==> config.mk <==
export PLATFORM = sky130hd
export DESIGN_NAME = ws2812b_decoder
export DESIGN_NICKNAME = d
export VERILOG_FILES = /design/src/rtl/ws2812b_decoder.sv
export SDC_FILE = /design/constraint.sdc
export NUM_CORES = 1
export LEC_CHECK = 0
export CORE_MARGIN = 2
export CORE_UTILIZATION = 35
export CTS_CLUSTER_DIAMETER = 60
export DETAILED_ROUTE_END_ITERATION = 10
export GPL_TIMING_DRIVEN = 0
export PLACE_DENSITY = 0.57
export SLEW_MARGIN = 20
export SYNTH_ARGS = -nofsm -noshare
export SYNTH_HDL_FRONTEND = slang
export SYNTH_SLANG_ARGS = --single-unit
==> constraint.sdc <==
create_clock -name clk -period 4.4 [get_ports clk]
set_clock_uncertainty 0.15 [all_clocks]
set_input_delay 1.1 -clock clk [delete_from_list [all_inputs] [get_ports clk]]
set_output_delay 1.1 -clock clk [all_outputs]
set_load 0.02 [all_outputs]
==> src/rtl/ws2812b_decoder.sv <==
// WS2812B single-wire receiver: pulse-width decode into 24-bit GRB pixels plus latch-gap framing.
// Optional glitch filter on the conditioned line: define WS2812B_DECODER_GLITCH_FILTER_EN.
module ws2812b_decoder #(
  parameter int NUM_PIXELS           = 64,
  parameter int BIT_THRESHOLD_CYCLES = 7,
  parameter int MAX_HIGH_CYCLES      = 24,
  parameter int RESET_CYCLES         = 600
) (
  input  logic        clk,
  input  logic        rst_n,
  input  logic        i_din,
  output logic [23:0] o_pixel_grb,
  output logic [5:0]  o_pixel_addr,
  output logic        o_pixel_valid,
  output logic        o_frame_done,
  output logic [6:0]  o_pixel_count,
  output logic        o_overflow,
  output logic        o_error
);

  localparam logic [9:0] THR_C  = 10'(BIT_THRESHOLD_CYCLES);
  localparam logic [9:0] MAXH_C = 10'(MAX_HIGH_CYCLES);
  localparam logic [9:0] GAP_C  = 10'(RESET_CYCLES);
  localparam logic [6:0] NPIX_C = 7'(NUM_PIXELS);

  typedef enum logic [1:0] {
    SYNC = 2'd0,
    IDLE = 2'd1,
    HIGH = 2'd2,
    LOW  = 2'd3
  } state_t;

  logic sync1_q, sync2_q;
  logic din_f;
  logic lvl_q, rise_q, fall_q;

  always_ff @(posedge clk) begin
    if (!rst_n) begin
      sync1_q <= 1'b0;
      sync2_q <= 1'b0;
    end else begin
      sync1_q <= i_din;
      sync2_q <= sync1_q;
    end
  end

`ifdef WS2812B_DECODER_GLITCH_FILTER_EN
  // The filtered level only follows the synchronizer after two agreeing samples.
  logic flt_a_q, flt_q;

  always_ff @(posedge clk) begin
    if (!rst_n) begin
      flt_a_q <= 1'b0;
      flt_q   <= 1'b0;
    end else begin
      flt_a_q <= sync2_q;
      if (sync2_q == flt_a_q) flt_q <= sync2_q;
    end
  end

  assign din_f = flt_q;
`else
  assign din_f = sync2_q;
`endif

  // Registered edge detect; lvl_q is the line level aligned with rise_q/fall_q.
  always_ff @(posedge clk) begin
    if (!rst_n) begin
      lvl_q  <= 1'b0;
      rise_q <= 1'b0;
      fall_q <= 1'b0;
    end else begin
      lvl_q  <= din_f;
      rise_q <= din_f & ~lvl_q;
      fall_q <= ~din_f & lvl_q;
    end
  end

  state_t      state_q;
  logic [9:0]  cnt_q;
  logic [4:0]  bit_cnt_q;
  logic [23:0] sr_q;
  logic [6:0]  pix_cnt_q;
  logic [23:0] pixel_grb_q;
  logic [5:0]  pixel_addr_q;
  logic        pixel_valid_q;
  logic        frame_done_q;
  logic [6:0]  pixel_count_q;
  logic        overflow_q;
  logic        error_q;

  logic [9:0]  cnt_d;
  logic        bit_d;
  logic [23:0] sr_d;
  logic        pix_ok;
  logic [6:0]  pix_cnt_d;

  assign cnt_d     = (cnt_q == 10'h3FF) ? cnt_q : cnt_q + 10'd1;
  assign bit_d     = (cnt_q >= THR_C);
  assign sr_d      = {sr_q[22:0], bit_d};
  assign pix_ok    = (pix_cnt_q < NPIX_C);
  assign pix_cnt_d = pix_cnt_q + 7'd1;

  always_ff @(posedge clk) begin
    if (!rst_n) begin
      state_q       <= SYNC;
      cnt_q         <= '0;
      bit_cnt_q     <= '0;
      sr_q          <= '0;
      pix_cnt_q     <= '0;
      pixel_grb_q   <= '0;
      pixel_addr_q  <= '0;
      pixel_valid_q <= 1'b0;
      frame_done_q  <= 1'b0;
      pixel_count_q <= '0;
      overflow_q    <= 1'b0;
      error_q       <= 1'b0;
    end else begin
      pixel_valid_q <= 1'b0;
      frame_done_q  <= 1'b0;
      error_q       <= 1'b0;
      // Frame results stay visible for the frame_done cycle, then clear.
      if (frame_done_q) begin
        overflow_q    <= 1'b0;
        pixel_count_q <= '0;
      end
      case (state_q)
        SYNC: begin
          if (lvl_q) begin
            cnt_q <= '0;
          end else if (cnt_d >= GAP_C) begin
            cnt_q   <= '0;
            state_q <= IDLE;
          end else begin
            cnt_q <= cnt_d;
          end
        end
        IDLE: begin
          cnt_q         <= '0;
          bit_cnt_q     <= '0;
          pix_cnt_q     <= '0;
          overflow_q    <= 1'b0;
          pixel_count_q <= '0;
          if (rise_q) begin
            state_q <= HIGH;
            cnt_q   <= 10'd1;
          end
        end
        HIGH: begin
          if (cnt_q > MAXH_C) begin
            error_q <= 1'b1;
            cnt_q   <= '0;
            state_q <= SYNC;
          end else if (fall_q) begin
            sr_q    <= sr_d;
            cnt_q   <= '0;
            state_q <= LOW;
            if (bit_cnt_q == 5'd23) begin
              bit_cnt_q <= '0;
              if (pix_ok) begin
                pixel_grb_q   <= sr_d;
                pixel_addr_q  <= pix_cnt_q[5:0];
                pixel_valid_q <= 1'b1;
                pix_cnt_q     <= pix_cnt_d;
                pixel_count_q <= pix_cnt_d;
              end else begin
                overflow_q <= 1'b1;
              end
            end else begin
              bit_cnt_q <= bit_cnt_q + 5'd1;
            end
          end else begin
            cnt_q <= cnt_d;
          end
        end
        LOW: begin
          if (cnt_d >= GAP_C) begin
            // The gap wins over a coincident rise; that rise starts the next frame.
            frame_done_q <= 1'b1;
            error_q      <= (bit_cnt_q != 5'd0);
            bit_cnt_q    <= '0;
            pix_cnt_q    <= '0;
            if (rise_q) begin
              state_q <= HIGH;
              cnt_q   <= 10'd1;
            end else begin
              state_q <= IDLE;
              cnt_q   <= '0;
            end
          end else if (rise_q) begin
            state_q <= HIGH;
            cnt_q   <= 10'd1;
          end else begin
            cnt_q <= cnt_d;
          end
        end
        default: state_q <= SYNC;
      endcase
    end
  end

  assign o_pixel_grb   = pixel_grb_q;
  assign o_pixel_addr  = pixel_addr_q;
  assign o_pixel_valid = pixel_valid_q;
  assign o_frame_done  = frame_done_q;
  assign o_pixel_count = pixel_count_q;
  assign o_overflow    = overflow_q;
  assign o_error       = error_q;

endmodule

Word level (Yosys, flattened, before mapping) --
Index checks and enable logic that the tools add are counted.
Word-level totals: flip-flop bits (word level) 93, bits in latches 0, bits in writable memories 0, ROM bits 0, input port bits 3, output and inout port bits 41, word-level logic and storage cells 101, memories 0
Operators by class: add/subtract/negate cells 3, multiply operators 0, div/mod/pow operators 0, order comparisons 4, eq/ne operators 13, shift operators 0, muxes and demuxes 45, bitwise logic cells 9, reduce and logical (&&, ||, !) cells 10
Operator list (number):
- two-way mux 10 bit | 7
- two-way mux 7 bit | 10
- one-hot mux 10 bit (4 select lines) | 1
- one-hot mux 7 bit (3 select lines) | 1
- two-way mux 5 bit | 4
- one-hot mux 5 bit (3 select lines) | 1
- two-way mux 2 bit | 7
- != test 2 bit (second input constant) | 7
- one-hot mux 7 bit (2 select lines) | 1
- adder 10 x 1 -> 10 bit (second input constant) | 1
- == test 10 bit (second input constant) | 1
- >= comparator 10 bit (second input constant) | 1
- >= comparator 10 x 3 -> 1 bit (second input constant) | 1
- greater-than comparator 10 x 5 -> 1 bit (second input constant) | 1
- two-way mux 1 bit | 10
- one-hot mux 2 bit (4 select lines) | 1
- adder 7 x 1 -> 7 bit (second input constant) | 1
- less-than comparator 7 bit (second input constant) | 1
- NOT 1 bit | 7
- AND reduction 3 bit | 2
- AND reduction 6 bit | 1
- adder 5 x 1 -> 5 bit (second input constant) | 1
- == test 5 bit (second input constant) | 1
- AND reduction 5 bit | 1
- other kinds (11) | 14

Longest topological paths before layout --
depth in word-level cells 6, depth in mapped cells 11, depth with buffers taken out 9

Worst setup path after synthesis --
No wires, ideal clock.
path type register -> register, start register cnt_q[1], end register pix_cnt_q[1], library setup time 0.129 ns, data arrival time 2.434 ns, required time 4.121 ns, slack 1.687 ns, cell stages (with the launch flop) 12, path buffers 3, period minus slack after synthesis 2.713 ns, cell sequence dfxtp_1 ha_1 buf_2 nand3_1 or3_1 buf_2 a31o_1 a211oi_4 o31ai_4 buf_2 a21oi_1 o32ai_1
Between the ends: word-level cells in the longest chain between the ends 5, elaborated cells between the ends (all ways) 8, those cells by class add/sub: 1; order compare: 2; eq/ne: 3; mux: 1; reduce/logical: 1
RTL lines:
- start, declared | line 80 | logic [9:0] cnt_q;
- start signal, assigned | line 135 | cnt_q <= cnt_d;
- start signal, assigned | line 173 | cnt_q <= cnt_d;
- start signal, assigned | line 194 | cnt_q <= cnt_d;
- adder 10 x 1 -> 10 bit / == test 10 bit (equally long branches) | line 98 | assign cnt_d = (cnt_q == 10'h3FF) ? cnt_q : cnt_q + 10'd1;
- two-way mux 10 bit | line 98
- >= comparator 10 bit | line 177 | if (cnt_d >= GAP_C) begin
- != test 2 bit (no source line)
- AND reduction 6 bit (no source line) (*)
- end signal, assigned | line 164 | pix_cnt_q <= pix_cnt_d;
- end, declared | line 83 | logic [6:0] pix_cnt_q;
Mark *: on every way between the ends. The rest lies on a longest branch, timed or not. A chain may end at the register's enable or synchronous reset.

Worst setup path after layout --
Ends and elaborated chain as after synthesis.

==> impl_metrics.json <==
{
  "htree_num_levels": 3,
  "cts_post_setup_buffers_inserted": 0,
  "global_route_wire_length_before_repair_um": 16500,
  "cts_buffer_depth": 2,
  "chipWidth_um": 112.3,
  "timing.final.setup_violations": 0,
  "hold_slack_ns": 0.2479,
  "cp_startpoint": "cnt_q[1]$_SDFF_PN0_",
  "yosys_warnings": 0,
  "wl_per_cell_um": 13.65,
  "initial_core_util_pct": 35.96,
  "drt_iter0_markers": 213,
  "placementRows": 39,
  "die_h_um": 112.3,
  "power-per-cell-area_nw_per_um2": 334.0,
  "io_pins": 44,
  "maxCapViolations": 0,
  "cts_hold_repair.buffers": 0,
  "routed-via-count": 3675,
  "post_synthesis_cell_type_with_the_largest_combined_area": "dfxtp_1",
  "drive_above_1_share_pct": 5.614,
  "holdPathStages": 1,
  "cells_taking_the_most_area_after_synthesis": "dfxtp_1 45%, nand2_1 12%, a21oi_1 7.9%",
  "grt_antenna_before_repair": 0,
  "postSynth.asyncResetShare_pct": 0,
  "clk-insertion-delay-late_ns": 0.35,
  "final.fill_count": 1191,
  "critical_path_arrival_ns": 3.19,
  "detailed_routing_iterations_pass_1": 4,
  "crit_required_ns": 4.48,
  "library_cell_used_as_clock_root_buffer": "clkbuf_16",
  "hold_viol": 0,
  "postSynthCellCount": 511,
  "design.core.area_um2": 11420,
  "postRouteAntennaNets": 0,
  "grt_setup_unrepaired": "false",
  "syn_avg_cell_area_um2": 8.036,
  "synth_flop_cell": "dfxtp_1",
  "maxClockFrequency_mhz": 321.5,
  "number_of_register_bits_inferred_by_synthesis": 93,
  "timing.max_slew.rel_slack_pct": 44.09,
  "fin_nets": 578,
  "post_synth_instance_area_um2": 4106,
  "setup.worst_path.end_class": "register",
  "post-layout-total-power_uw": 1674,
  "gr-usage-all-layers_pct": 16.05,
  "total_leakage_power_uw": 0.001681,
  "post_cts.resized_instances": 0,
  "r2r_cells": 11,
  "critical_path_peak_fanout": 10,
  "final_min_period_over_clock_period_pct": 70.68,
  "worst_slew_pin_slew_ns": 0.8370,
  "synthToLayoutAreaGrowth_pct": 22.09,
  "critPathKind": "reg2reg",
  "cts-buffers-inserted": 9,
  "io_buffers": 43,
  "maxSlewViolCount": 0,
  "synth_enable_flop_cells": 0,
  "layout_setup_ws_ns": 1.290,
  "status": "finished, final reports clean",
  "grt_pass1_vias": 3382,
  "num_antenna_cells": 0,
  "drc_errors": 0,
  "synth_top_area_share_pct": 45.34,
  "syn_nets": 524,
  "globalplace.congestion": 0.8282,
  "dp.final_hpwl_um": 6972,
  "worst_case_vdd_ir_drop_uv": 186.3,
  "totalWireLength_um": 9731,
  "worst_setup_hold_path_clk_slew_ns": 0.07,
  "holdCritStartpoint": "din_f$_SDFF_PN0_",
  "yosysSeqAreaShare_pct": 45.34,
  "worstHoldPathType": "reg2reg",
  "design.die.area_um2": 12610,
  "globalRoute.totalOverflow": 0,
  "cts.sink_count": 93,
  "tritoncts": "yes",
  "final_period_minus_worst_setup_slack_ns": 3.110,
  "crit-reg2reg-launch": "cnt_q[1]$_SDFF_PN0_",
  "vias_per_cell": 5.154,
  "post_synth_top_cells": "128 x nand2_1, 93 x dfxtp_1, 65 x a21oi_1, 35 x nor2_1, 20 x clkbuf_1",
  "synth.most_common_cell": "nand2_1",
  "pin_count_of_the_biggest_net_entering_global_routing": 17,
  "dpl_worst_slack_ns": 1.235,
  "timing.critical_path.from_type": "register",
  "accumulated_negative_setup_slack_ns": 0,
  "yosysUniqueCellTypes": 57
}
==> layout make-up <==
cell class | count | area [µm²] | share of cell area [%]
multi-input combinational | 375 | 2071 | 41.30
tap | 143 | 178.9 | 3.569
inverter | 13 | 48.80 | 0.9733
timing repair buffer | 43 | 430.4 | 8.585
clock buffer | 10 | 229.0 | 4.567
buffer | 30 | 125.1 | 2.496
sequential | 93 | 1862 | 37.14
clock inverter | 6 | 68.82 | 1.373
==> cells by family after synthesis <==
| logic type | share of synthesized area, % |
|---|---|
| simple gates | 24.95 |
| compound gates | 19.96 |
| flops | 45.34 |
| fa+ha+maj | 3.047 |
| xor+xnor | 1.493 |
| buf+inv | 4.235 |
| mux | 0.9751 |
==> cells in the final DEF, fill, tap and decap left out, types with 4 or more instances in the layout <==
| cell type | n |
|---|---|
| a21oi_1 | 65 |
| a2bb2oi_1 | 6 |
| and2_1 | 6 |
| and3_1 | 4 |
| buf_2 | 10 |
| clkbuf_1 | 21 |
| clkbuf_16 | 9 |
| clkdlybuf4s50_1 | 43 |
| dfxtp_1 | 93 |
| ha_1 | 10 |
| inv_1 | 12 |
| mux2i_1 | 4 |
| nand2_1 | 128 |
| nand2b_1 | 9 |
| nand3_1 | 10 |
| nand4_1 | 4 |
| nor2_1 | 35 |
| nor3_1 | 10 |
| nor4_1 | 4 |
| o21a_1 | 8 |
| o21ai_0 | 6 |
| o22ai_1 | 7 |
| or3_1 | 5 |
| xor2_1 | 4 |
==> metal layers <==
layer | vias to the layer above | part of all wire, % | global-route usage, %
li1 | 1876 | - | -
met1 | 1721 | 49 | 22.18
met2 | 69 | 45 | 24.30
met3 | 9 | 4.3 | 2.916
met4 | 0 | 1.6 | 7.642
met5 | - | 0 | 0
==> critical path, cell delays in order (launching register included) <==
cell and delay, ns:
dfxtp_1 0.41, ha_1 0.17, buf_2 0.18, nand3_1 0.18
or3_1 0.38, buf_2 0.18, a31o_1 0.28, a211oi_4 0.32
o31ai_4 0.16, buf_2 0.24, a21oi_1 0.23, o32ai_1 0.11
==> sequential cells by signal (all words and copies together), names as in the netlist, 2 cells and up <==
name           cells
o_pixel_grb       24
sr_q              23
cnt_q             10
o_pixel_count      7
pix_cnt_q          7
o_pixel_addr       6
bit_cnt_q          5
state_q            2
==> metrics by stage <==
step / utilization (%) / area [µm²] / cells
after CTS: 43.91 / 5014 / 713
after detailed placement: 41.30 / 4716 / 697
final: 43.91 / 5014 / 713
after global routing: 43.91 / 5014 / 713
after global placement: 41.30 / 4716 / 697
after floorplan: - / 4106 / 511
==> where the power goes <==
part / switching (µW) / internal, µW
sequential: 3.82 / 845
clock: 344 / 445
combinational: 26.4 / 10.5
==> final timing paths <==
check | to | slack, ns
setup / recovery | pix_cnt_q[1]$_SDFFE_PN0P_ | 1.29
hold / removal | fall_q$_SDFF_PN0_ | 0.25
hold reg to reg | fall_q$_SDFF_PN0_ | 0.25
setup reg to reg | pix_cnt_q[1]$_SDFFE_PN0P_ | 1.29
Note: power is estimated with default switching activity, not from simulation.
